## src/rtl/pdes_pkg.sv

```systemverilog
// Shared PDES definitions: memory-controller command encodings, request/response
// field widths and the core-index width derivation used by the MC request arbiter.
package pdes_pkg;

  localparam int MC_CMD_W  = 3;
  localparam int MC_SCMD_W = 4;
  localparam int MC_SIZE_W = 2;
  localparam int MC_VADR_W = 48;
  localparam int MC_DATA_W = 64;

  typedef enum logic [MC_CMD_W-1:0] {
    MC_CMD_IDLE   = 3'd0,
    MC_CMD_RD     = 3'd1,
    MC_CMD_WR     = 3'd2,
    MC_CMD_RD_RSP = 3'd3,
    MC_CMD_WR_RSP = 3'd4,
    MC_CMD_ATOMIC = 3'd5
  } mc_cmd_e;

  typedef enum logic [MC_SCMD_W-1:0] {
    MC_SCMD_NONE = 4'd0,
    MC_SCMD_ADD  = 4'd1,
    MC_SCMD_XCHG = 4'd2,
    MC_SCMD_CAS  = 4'd3
  } mc_scmd_e;

  typedef struct packed {
    logic [MC_CMD_W-1:0]  cmd;
    logic [MC_SCMD_W-1:0] scmd;
    logic [MC_SIZE_W-1:0] size;
    logic [MC_VADR_W-1:0] vadr;
    logic [MC_DATA_W-1:0] data;
  } mc_rq_fields_t;

  typedef struct packed {
    logic [MC_CMD_W-1:0]  cmd;
    logic [MC_SCMD_W-1:0] scmd;
    logic [MC_DATA_W-1:0] data;
  } mc_rs_fields_t;

  function automatic int core_id_wid(input int num_cores);
    return (num_cores <= 2) ? 1 : $clog2(num_cores);
  endfunction

endpackage

```

## src/rtl/mc_req_arbiter_rr_arb.sv

```systemverilog
// Round-robin priority encoder: the first requester at or after the pointer wins,
// and the pointer moves to one past the winner only when a grant is issued.
module rr_arb #(
  parameter int N   = 8,
  parameter int IDW = 3
) (
  input  logic           clk,
  input  logic           rst_n,
  input  logic [N-1:0]   req,
  output logic [N-1:0]   gnt,
  output logic [IDW-1:0] gnt_idx,
  output logic           gnt_vld
);

  logic [IDW-1:0] ptr_q;
  logic [IDW-1:0] ptr_d;
  logic [IDW-1:0] idx;

  // Scan from farthest to nearest offset so the nearest requester is written last.
  always_comb begin
    gnt     = '0;
    gnt_idx = '0;
    gnt_vld = 1'b0;
    idx     = '0;
    for (int i = N - 1; i >= 0; i--) begin
      idx = ptr_q + IDW'(i);
      if (req[idx]) begin
        gnt_vld = 1'b1;
        gnt_idx = idx;
      end
    end
    if (gnt_vld) gnt[gnt_idx] = 1'b1;
    ptr_d = gnt_vld ? (gnt_idx + IDW'(1)) : ptr_q;
  end

  always_ff @(posedge clk or negedge rst_n) begin
    if (!rst_n) ptr_q <= '0;
    else        ptr_q <= ptr_d;
  end

endmodule

```

## src/rtl/mc_req_arbiter.sv

```systemverilog
// Arbitrates per-core memory requests onto one MC request port and routes MC responses
// back by core index. Define MC_ARB_STATS_EN to build the arb_conflicts counter.
module mc_req_arbiter
  import pdes_pkg::*;
#(
  parameter int NUM_CORES       = 8,
  parameter int MC_RTNCTL_WIDTH = 32,
  parameter int CORE_ID_WID     = core_id_wid(NUM_CORES)
) (
  input  logic                                 clk,
  input  logic                                 rst_n,
  input  logic [NUM_CORES-1:0]                 core_rq_vld,
  input  logic [NUM_CORES*MC_CMD_W-1:0]        core_rq_cmd,
  input  logic [NUM_CORES*MC_SCMD_W-1:0]       core_rq_scmd,
  input  logic [NUM_CORES*MC_SIZE_W-1:0]       core_rq_size,
  input  logic [NUM_CORES*MC_VADR_W-1:0]       core_rq_vadr,
  input  logic [NUM_CORES*MC_DATA_W-1:0]       core_rq_data,
  input  logic [NUM_CORES*MC_RTNCTL_WIDTH-1:0] core_rq_rtnctl,
  output logic [NUM_CORES-1:0]                 core_rq_gnt,
  output logic                                 mc_rq_vld,
  output logic [MC_CMD_W-1:0]                  mc_rq_cmd,
  output logic [MC_SCMD_W-1:0]                 mc_rq_scmd,
  output logic [MC_VADR_W-1:0]                 mc_rq_vadr,
  output logic [MC_SIZE_W-1:0]                 mc_rq_size,
  output logic [MC_RTNCTL_WIDTH-1:0]           mc_rq_rtnctl,
  output logic [MC_DATA_W-1:0]                 mc_rq_data,
  output logic                                 mc_rq_flush,
  input  logic                                 mc_rq_stall,
  input  logic                                 mc_rs_vld,
  input  logic [MC_CMD_W-1:0]                  mc_rs_cmd,
  input  logic [MC_SCMD_W-1:0]                 mc_rs_scmd,
  input  logic [MC_RTNCTL_WIDTH-1:0]           mc_rs_rtnctl,
  input  logic [MC_DATA_W-1:0]                 mc_rs_data,
  output logic                                 mc_rs_stall,
  output logic [NUM_CORES-1:0]                 core_rs_vld,
  output logic [MC_CMD_W-1:0]                  core_rs_cmd,
  output logic [MC_SCMD_W-1:0]                 core_rs_scmd,
  output logic [MC_RTNCTL_WIDTH-1:0]           core_rs_rtnctl,
  output logic [MC_DATA_W-1:0]                 core_rs_data,
  input  logic [NUM_CORES-1:0]                 core_rs_stall,
  output logic [63:0]                          arb_conflicts
);

  // Handshake: a core holds core_rq_vld with stable fields until it sees core_rq_gnt;
  // the MC holds mc_rq_stall while it cannot accept, and the registered request stays put.
  logic [NUM_CORES-1:0]       arb_req;
  logic [CORE_ID_WID-1:0]     win_idx;
  logic                       win_vld;
  int                         sel;

  logic                       rq_vld_q, rq_vld_d;
  mc_rq_fields_t              rq_f_q, rq_f_d;
  logic [MC_RTNCTL_WIDTH-1:0] rq_rtnctl_q, rq_rtnctl_d;
  logic [NUM_CORES-1:0]       rs_vld_q, rs_vld_d;
  mc_rs_fields_t              rs_f_q, rs_f_d;
  logic [MC_RTNCTL_WIDTH-1:0] rs_rtnctl_q, rs_rtnctl_d;

  // rst_n gates the arbiter so no grant pulse escapes while reset is held.
  assign arb_req = core_rq_vld & {NUM_CORES{rst_n & ~mc_rq_stall}};

  rr_arb #(
    .N   (NUM_CORES),
    .IDW (CORE_ID_WID)
  ) u_rr_arb (
    .clk     (clk),
    .rst_n   (rst_n),
    .req     (arb_req),
    .gnt     (core_rq_gnt),
    .gnt_idx (win_idx),
    .gnt_vld (win_vld)
  );

  always_comb begin
    sel         = int'(win_idx);
    rq_vld_d    = rq_vld_q;
    rq_f_d      = rq_f_q;
    rq_rtnctl_d = rq_rtnctl_q;
    if (!mc_rq_stall) begin
      rq_vld_d = win_vld;
      if (win_vld) begin
        rq_f_d.cmd  = core_rq_cmd[sel*MC_CMD_W +: MC_CMD_W];
        rq_f_d.scmd = core_rq_scmd[sel*MC_SCMD_W +: MC_SCMD_W];
        rq_f_d.size = core_rq_size[sel*MC_SIZE_W +: MC_SIZE_W];
        rq_f_d.vadr = core_rq_vadr[sel*MC_VADR_W +: MC_VADR_W];
        rq_f_d.data = core_rq_data[sel*MC_DATA_W +: MC_DATA_W];
        rq_rtnctl_d = {core_rq_rtnctl[sel*MC_RTNCTL_WIDTH + CORE_ID_WID +: MC_RTNCTL_WIDTH - CORE_ID_WID],
                       win_idx};
      end
    end
  end

  always_comb begin
    rs_vld_d    = '0;
    rs_f_d      = rs_f_q;
    rs_rtnctl_d = rs_rtnctl_q;
    if (mc_rs_vld) begin
      rs_vld_d[mc_rs_rtnctl[CORE_ID_WID-1:0]] = 1'b1;
      rs_f_d      = '{cmd: mc_rs_cmd, scmd: mc_rs_scmd, data: mc_rs_data};
      rs_rtnctl_d = mc_rs_rtnctl;
    end
  end

  always_ff @(posedge clk or negedge rst_n) begin
    if (!rst_n) begin
      rq_vld_q    <= 1'b0;
      rq_f_q      <= '0;
      rq_rtnctl_q <= '0;
      rs_vld_q    <= '0;
      rs_f_q      <= '0;
      rs_rtnctl_q <= '0;
    end else begin
      rq_vld_q    <= rq_vld_d;
      rq_f_q      <= rq_f_d;
      rq_rtnctl_q <= rq_rtnctl_d;
      rs_vld_q    <= rs_vld_d;
      rs_f_q      <= rs_f_d;
      rs_rtnctl_q <= rs_rtnctl_d;
    end
  end

  assign mc_rq_vld      = rq_vld_q;
  assign mc_rq_cmd      = rq_f_q.cmd;
  assign mc_rq_scmd     = rq_f_q.scmd;
  assign mc_rq_size     = rq_f_q.size;
  assign mc_rq_vadr     = rq_f_q.vadr;
  assign mc_rq_data     = rq_f_q.data;
  assign mc_rq_rtnctl   = rq_rtnctl_q;
  assign mc_rq_flush    = 1'b0;
  assign mc_rs_stall    = |core_rs_stall;
  assign core_rs_vld    = rs_vld_q;
  assign core_rs_cmd    = rs_f_q.cmd;
  assign core_rs_scmd   = rs_f_q.scmd;
  assign core_rs_data   = rs_f_q.data;
  assign core_rs_rtnctl = rs_rtnctl_q;

`ifdef MC_ARB_STATS_EN
  logic [63:0] conf_q, conf_d;
  logic        contended;

  // Contended: two or more requesters, or any requester held off by MC stall.
  always_comb begin
    contended = ((core_rq_vld & (core_rq_vld - NUM_CORES'(1))) != '0) ||
                ((|core_rq_vld) && mc_rq_stall);
    conf_d    = conf_q;
    if (contended && (conf_q != '1)) conf_d = conf_q + 64'd1;
  end

  always_ff @(posedge clk or negedge rst_n) begin
    if (!rst_n) conf_q <= '0;
    else        conf_q <= conf_d;
  end

  assign arb_conflicts = conf_q;
`else
  assign arb_conflicts = '0;
`endif

endmodule

```

## config.mk

```make
export PLATFORM = sky130hd
export DESIGN_NAME = mc_req_arbiter
export DESIGN_NICKNAME = d
export VERILOG_FILES = /design/src/rtl/pdes_pkg.sv /design/src/rtl/mc_req_arbiter_rr_arb.sv /design/src/rtl/mc_req_arbiter.sv
export SDC_FILE = /design/constraint.sdc
export NUM_CORES = 1
export LEC_CHECK = 0
export CAP_MARGIN = 10
export CORE_AREA = 4 4 650 652
export CTS_CLUSTER_DIAMETER = 100
export DETAILED_ROUTE_END_ITERATION = 10
export DIE_AREA = 0 0 654 656
export MAX_ROUTING_LAYER = met4
export PLACE_DENSITY = 0.3
export SYNTH_ARGS = -nofsm -noshare
export SYNTH_HDL_FRONTEND = slang
export SYNTH_HIERARCHICAL = 1
export SYNTH_SLANG_ARGS = --single-unit
```

## constraint.sdc

```tcl
create_clock -name clk -period 5.4 [get_ports clk]
set_input_delay 1.62 -clock clk [delete_from_list [all_inputs] [get_ports clk]]
set_output_delay 1.62 -clock clk [all_outputs]
set_load 0.02 [all_outputs]
```

==> results.toml, run 1 <==
[grt]
grt_overflow = 0
grt.met1_usage = 0.120
grt_max_degree = 106
grt_pass1_wl_um = 337000
grtUsageTotal = 0.128
antenna_found_initial = 231
grt_util_met3 = 0.0691
grt_pass1_vias = 26700
use_met2 = 0.228
grt_most_used_layer = "met2"

[yosys]
synth-compound-area-share = 0.193
syn_area_per_cell_um2 = 11.0
seq_area_frac_synth = 0.307
yosysTopAreaCellShare = 0.307
ys_ff_latch = 268
yosys-mux-area-fraction = 0.372
synth.cell_area_um2 = 21900
synth_area_leader_cell = "dfrtp_1"
yosysUniqueCellTypes = 59
ys_async_sr_fraction = 1.00
synth_edf_count = 0
synthAdderAreaFrac = 0.00114
synth_area_leaders = "dfrtp_1 31%, mux2_2 21%, mux2i_1 14%, o31ai_2 6.2%, a22o_1 6.0%"
syn_inst = 1981
yosys.area_share.simple = 0.0434
synth_top_family_by_area = "multiplexers"
yosysWarningCount = 6
ys.flop_type = "dfrtp_1"
synthXorXnorAreaFrac = 0.00200

[cells_and_area]
nNetsFinal = 5035
layout_commonest_cell = "clkdlybuf4s50_1"
nFillCells = 47700
layout_common_cells = "1576 x clkdlybuf4s50_1, 406 x mux2_2, 306 x mux2i_1"
multiInputGateArea_um2 = 13900
drive_above_1_share = 0.250
syn2layout_area_growth_pct = 120
final_area_um2 = 48100
seq_area_um2 = 6710

[power]
pwr-share-clk = 0.086
comb_power_share = 0.833
vdd_drop_max_uv = 951
switchingPower_mw = 21.3
p_int_mw = 20.2
power_frac_seq = 0.081
p_leak_nw = 17.3
p_sw_frac = 0.513
powerDensity_nw_per_um2 = 864

[die]
fp.dieW_um = 654
coreArea_um2 = 416000
rows = 237
fp.dieArea_um2 = 429000
chipHeight_um = 656
ioPinCount = 1686
start_util = 0.0525

[clock_tree]
ctsRootBufferMaster = "clkbuf_16"
clk_pin_slew_ps = 40
cts.htree.levels = 2
cts_max_path_buffers = 3
ctsHoldBuffers = 0
cts_buffers = 53
clkSinkCount = 268
clock_latency_ps = 730
cts_tree = "yes"

[drt]
first_iter_violations = 1042
ant_nets = 0
vias = 24800
avgRoutedWirePerCell_um = 29.8
via_per_inst = 2.66
drc = 0
routed_wl_um = 278000
first_pass_iters = 5

[sta]
worst_pin_slew_ps = 1090
fin_skew_ps = 38.9
finalCritPeriodShare = 1.09
postLayoutSetupSlackWorst_ps = -498
fmax_mhz = 170
rsz0062_at_grt = "true"
setup_violations = 9
relSlewSlack = 0.268
timing.hold.ws_ps = 483
min_period_ps = 5900
finalSetupTns_ps = -3440
final-hold-violation-count = 0
drv_slew = 0

[worst_setup_path]
critPathMaxFanout = 8
path_class = "in2out"
startpoint_type = "input pin"
arrival_ps = 4280
end_kind = "output pin"
critPathRequiredTime_ps = 3780

[placed_design]
gp_congestion = 0.845
dpl_cell_area_um2 = 45600
dpl.hpwl_um = 249000
io_buffers = 1596
post-place-ws_ps = -1460

[run_status]
status = "finished with violations"
violations = "setup timing"

[hold_path]
hold_class = "reg2reg"

[flow_run]
maxCapViolCount = 0
[flip-flops by register name (all words and copies together) (netlist names), 4 cells and up]
register,count
mc_rq_vadr,48
core_rs_data,64
mc_rq_scmd,4
mc_rq_data,64
core_rs_scmd,4
core_rs_vld,8
core_rs_rtnctl,32
mc_rq_rtnctl,32
[metrics by stage]
step / std cells / total power, mW / utilization
finish: 9327 / 41.5 / 0.115
global placement: 9113 / 38.3 / 0.109
floorplan: 2045 / 23.2 / -
detailed placement: 9113 / 38.4 / 0.109
global route: 9317 / 44.3 / 0.115
CTS: 9220 / 42.8 / 0.114
[per-layer routing]
metal  share of wire  wire [µm]
met2            0.51     142000
met1            0.35      97800
met3            0.11      30600
met4           0.029       8070
met5               0          0
[kinds of logic after synthesis]
logic type / Yosys count
AO/OA/AOI/OAI: 484
XOR/XNOR: 5
adder cells (fa/ha/maj): 2
buffers and inverters: 260
flip-flops: 268
multiplexers: 741
other: 1
AND/OR/NAND/NOR: 220
[synthesized netlist by cell type, types with 4 or more instances]
library cell	instances
mux2_2	409
mux2i_1	310
dfrtp_1	268
nand2_1	158
a22o_1	151
o22ai_1	150
o31ai_2	108
buf_4	86
clkbuf_1	61
buf_6	46
o31ai_1	43
buf_2	41
nor2_1	20
mux4_2	14
buf_1	10
and2_1	8
nand2b_1	7
buf_8	6
inv_1	6
nor2b_1	6
a21oi_1	5
mux2_1	5
a211oi_1	4
nor3_1	4
[final timing paths]
| path | startpoint | endpoint | slack (ps) | depth (start not counted) |
|---|---|---|---|---|
| setup / recovery | rst_n | core_rq_gnt[5] | -500 | 14 |
| hold / removal | mc_rq_vld | mc_rq_vld | 480 | 2 |
| setup reg to reg | u_rr_arb/ptr_q[0] | mc_rq_data[60] | 590 | 14 |
| hold reg to reg | mc_rq_vld | mc_rq_vld | 480 | 2 |
| max in group asynchronous | rst_n | core_rs_vld[3] | 2090 | 5 |
| min in group asynchronous | rst_n | mc_rq_data[17] | 1160 | 3 |
[worst max-delay path: stages]
cell,delay [ps]
buf_16,130
nor2b_4,160
and2_4,160
buf_12,120
mux4_2,490
buf_6,150
mux2_4,310
nor3b_2,160
o31a_1,230
nor2_4,70
or2_4,270
buf_6,130
nor2b_4,110
buf_6,120
[final cells by class]
cell class	count	share of cell area
Timing Repair Buffer	1839	0.385
Multi-Input combinational cell	1517	0.289
Tap cell	5497	0.143
Sequential cell	268	0.140
Clock buffer	71	0.0305
Clock inverter	25	0.00672
Antenna cell	103	0.00536
Inverter	7	0.000547
[repair_timing]
action                                  CTS  global route
endpoints found under the setup margin  110            14
gates cloned                              1             1
buffers inserted                         10             3
pin swaps                                14             4
resized for setup                        91            19
[power by group through the flow]
stage | clock network [mW] | registers, mW | logic, mW
global placement | 0 | 3.37 | 34.9
floorplan | 0 | 4.00 | 19.2
global route | 3.84 | 3.44 | 37.0
detailed placement | 0 | 3.39 | 35.0
CTS | 3.82 | 3.37 | 35.6
finish | 3.58 | 3.34 | 34.6
Note: power is estimated with default switching activity, not from simulation.
==> inputs of run 2 (changes only) <==
--- a/config.mk
+++ b/config.mk
@@ -6,13 +6,12 @@
 export NUM_CORES = 1
 export LEC_CHECK = 0
 export CAP_MARGIN = 10
-export CORE_AREA = 4 4 650 652
+export CORE_AREA = 2 2 661 663
 export CTS_CLUSTER_DIAMETER = 100
 export DETAILED_ROUTE_END_ITERATION = 10
-export DIE_AREA = 0 0 654 656
+export DIE_AREA = 0 0 663 665
 export MAX_ROUTING_LAYER = met4
 export PLACE_DENSITY = 0.3
 export SYNTH_ARGS = -nofsm -noshare
 export SYNTH_HDL_FRONTEND = slang
-export SYNTH_HIERARCHICAL = 1
 export SYNTH_SLANG_ARGS = --single-unit
==> run 2 against run 1 <==
  * The run still ends with setup timing left
  * Synthesized cell count decreased by 30%
  * Clock power rose by 4%
  * Core utilization decreased by 0.97 points
  * Fmax up 3.6%
  * First-iteration DRC count rose by 33%
  * Sequential power rose by 1%
  * Register-to-register slack improved by 30 ps
  * Worst hold slack worse by 2.6 ps
==> results.toml, run 2 <==
[yosys]
yosysTopAreaCellShare = 0.343
syn_area_per_cell_um2 = 14.0
synthTopCellsByCount = "297 x mux4_2, 268 x dfrtp_1, 147 x a221o_1, 147 x and3_1, 109 x mux2_2"
ys_async_sr_fraction = 1.00
syn_inst = 1394
synth.cell_area_um2 = 19600
yosysWarningCount = 0
seq_area_frac_synth = 0.343
ys.flop_type = "dfrtp_1"
yosysUniqueCellTypes = 59
synth_area_leaders = "dfrtp_1 34%, mux4_2 34%, a221o_1 7.5%, mux2_2 6.3%, and3_1 4.7%"
synth_most_common_cell = "mux4_2"
ys_ff_latch = 268
synth_edf_count = 0
synth_area_leader_cell = "dfrtp_1"

[sta]
fin_skew_ps = 31.7
setup_violations = 8
finalCritPeriodShare = 1.05
worst_pin_slew_ps = 1260
finalSetupTns_ps = -1840
min_period_ps = 5690
final-hold-violation-count = 0
rsz0062_at_grt = "true"
postLayoutSetupSlackWorst_ps = -292
drv_slew = 0
fmax_mhz = 176
relSlewSlack = 0.158

[clock_tree]
clock_latency_ps = 760
ctsHoldBuffers = 0
clkSinkCount = 268
clk_pin_slew_ps = 50
cts_tree = "yes"
cts_buffers = 55
cts.htree.levels = 2
ctsRootBufferMaster = "clkbuf_16"
cts_max_path_buffers = 3

[cells_and_area]
nFillCells = 49500
finish.utilization = 0.106
final_area_um2 = 45800
nNetsFinal = 4410
layout_common_cells = "1568 x clkdlybuf4s50_1, 297 x mux4_2, 268 x dfrtp_1"
drive_above_1_share = 0.241
layout.cells.non_filler = 8929
syn2layout_area_growth_pct = 134
layout_commonest_cell = "clkdlybuf4s50_1"

[power]
p_leak_nw = 15.8
vdd_drop_max_uv = 686
powerDensity_nw_per_um2 = 671
totalPowerFinal_mw = 30.7

[grt]
antenna_found_initial = 263
grtUsageTotal = 0.132
grt_overflow = 0
grt_pass1_wl_um = 350000
grt_max_degree = 95
grt_pass1_vias = 24200

[placed_design]
io_buffers = 1596
gp_congestion = 0.957
dpl.hpwl_um = 262000
dpl_cell_area_um2 = 43400
dp_cells = 8722

[worst_setup_path]
crit_start = "rst_n"
critPathRequiredTime_ps = 3780
path_class = "in2out"
critPathMaxFanout = 8
reg2reg_depth = 18
arrival_ps = 4070
timing.rr.start = "u_rr_arb.ptr_q[0]"
startpoint_type = "input pin"
critPathCapture = "core_rq_gnt[1]"
ff2ff_setup_slack_ps = 620
reg2reg_to = "mc_rq_data[6]"
end_kind = "output pin"

[drt]
drc = 0
vias = 22800
first_iter_violations = 1387
first_pass_iters = 5
ant_nets = 0
via_per_inst = 2.56
routed_wl_um = 293000
avgRoutedWirePerCell_um = 32.8

[die]
fp.dieArea_um2 = 441000
fp.dieW_um = 663
coreArea_um2 = 433000
start_util = 0.0452
rows = 242
chipHeight_um = 665
ioPinCount = 1686

[flow_run]
maxCapViolCount = 0

[run_status]
violations = "setup timing"
status = "finished with violations"

[hold_path]
hold_class = "reg2reg"
run 2: cell types whose count changed in the layout (fill, tap and decap cells not counted), sizes merged, moves of 21 or more:
cell and delta:
nand2 -131, mux2 -308, o22ai -148, mux2i -283
nand3 +21, buf -55, o31ai -149, a221o +147
and3 +147, mux4 +283, a22o -151
run 2: routing by layer:
layer / vias up / share of wire / GRT usage
met1: 11800 / 0.39 / 0.147
met5: - / 0 / -
li1: 9265 / - / -
met3: 330 / 0.094 / 0.0534
met4: 0 / 0.018 / 0.0179
met2: 1434 / 0.50 / 0.225
run 2: cell type report:
cell class / instances / area, µm² / share of cell area
sequential: 268 / 6710 / 0.146
antenna: 89 / 223 / 0.00486
clock inverter: 37 / 375 / 0.00819
inverter: 10 / 37.5 / 0.000819
multi-input combinational: 960 / 12100 / 0.265
tap: 5734 / 7170 / 0.157
clock buffer: 65 / 1470 / 0.0320
timing repair buffer: 1766 / 17700 / 0.386
run 2: kinds of logic after synthesis:
logic type      Yosys count  share of synthesized area
compound gates          213                     0.0990
xor+xnor                  3                    0.00173
fa+ha+maj                 2                    0.00128
buf+inv                 230                     0.0646
flops                   268                      0.343
mux                     433                      0.418
other cells               1                   0.000192
simple gates            244                     0.0720
run 2: worst max-delay path: stages:
cell     delay (ps)
buf_8           130
nor3b_4         160
buf_4           140
a22oi_2         290
o22ai_2         120
o21a_1          220
or3_1           340
a21oi_2         210
o31a_1          220
nor2_4           60
buf_6           130
nor3_4          250
buf_12          160
run 2: what timing repair did:
item                                    CTS  global route
resized for setup                       112            11
endpoints found under the setup margin   19             8
buffers inserted                         13             4
endpoints found under the hold margin     0             0
pin swaps                                25             3
run 2: worst min path at each step:
stage / depth (start not counted) / start / end / slack [ps]
finish: 2 / mc_rq_rtnctl[1] / mc_rq_rtnctl[1] / 480
global route: 2 / mc_rq_rtnctl[1] / mc_rq_rtnctl[1] / 510
CTS: 2 / mc_rq_rtnctl[1] / mc_rq_rtnctl[1] / 490
detailed placement: 2 / mc_rq_rtnctl[1] / mc_rq_rtnctl[1] / 470
global placement: 2 / mc_rq_rtnctl[1] / mc_rq_rtnctl[1] / 470
floorplan: 2 / mc_rq_vld / mc_rq_vld / 580
run 2: power breakdown:
part,switching (mW),total (mW),internal (mW)
Sequential,0.537,3.39,2.86
Combinational,13.2,23.6,10.4
Clock,1.64,3.74,2.10
run 2: metrics by stage:
stage	hold slack, ps	setup WS [ps]
finish	481	-292
global route	509	-364
CTS	488	-285
detailed placement	473	-1260
global placement	473	-1450
floorplan	583	-7.57
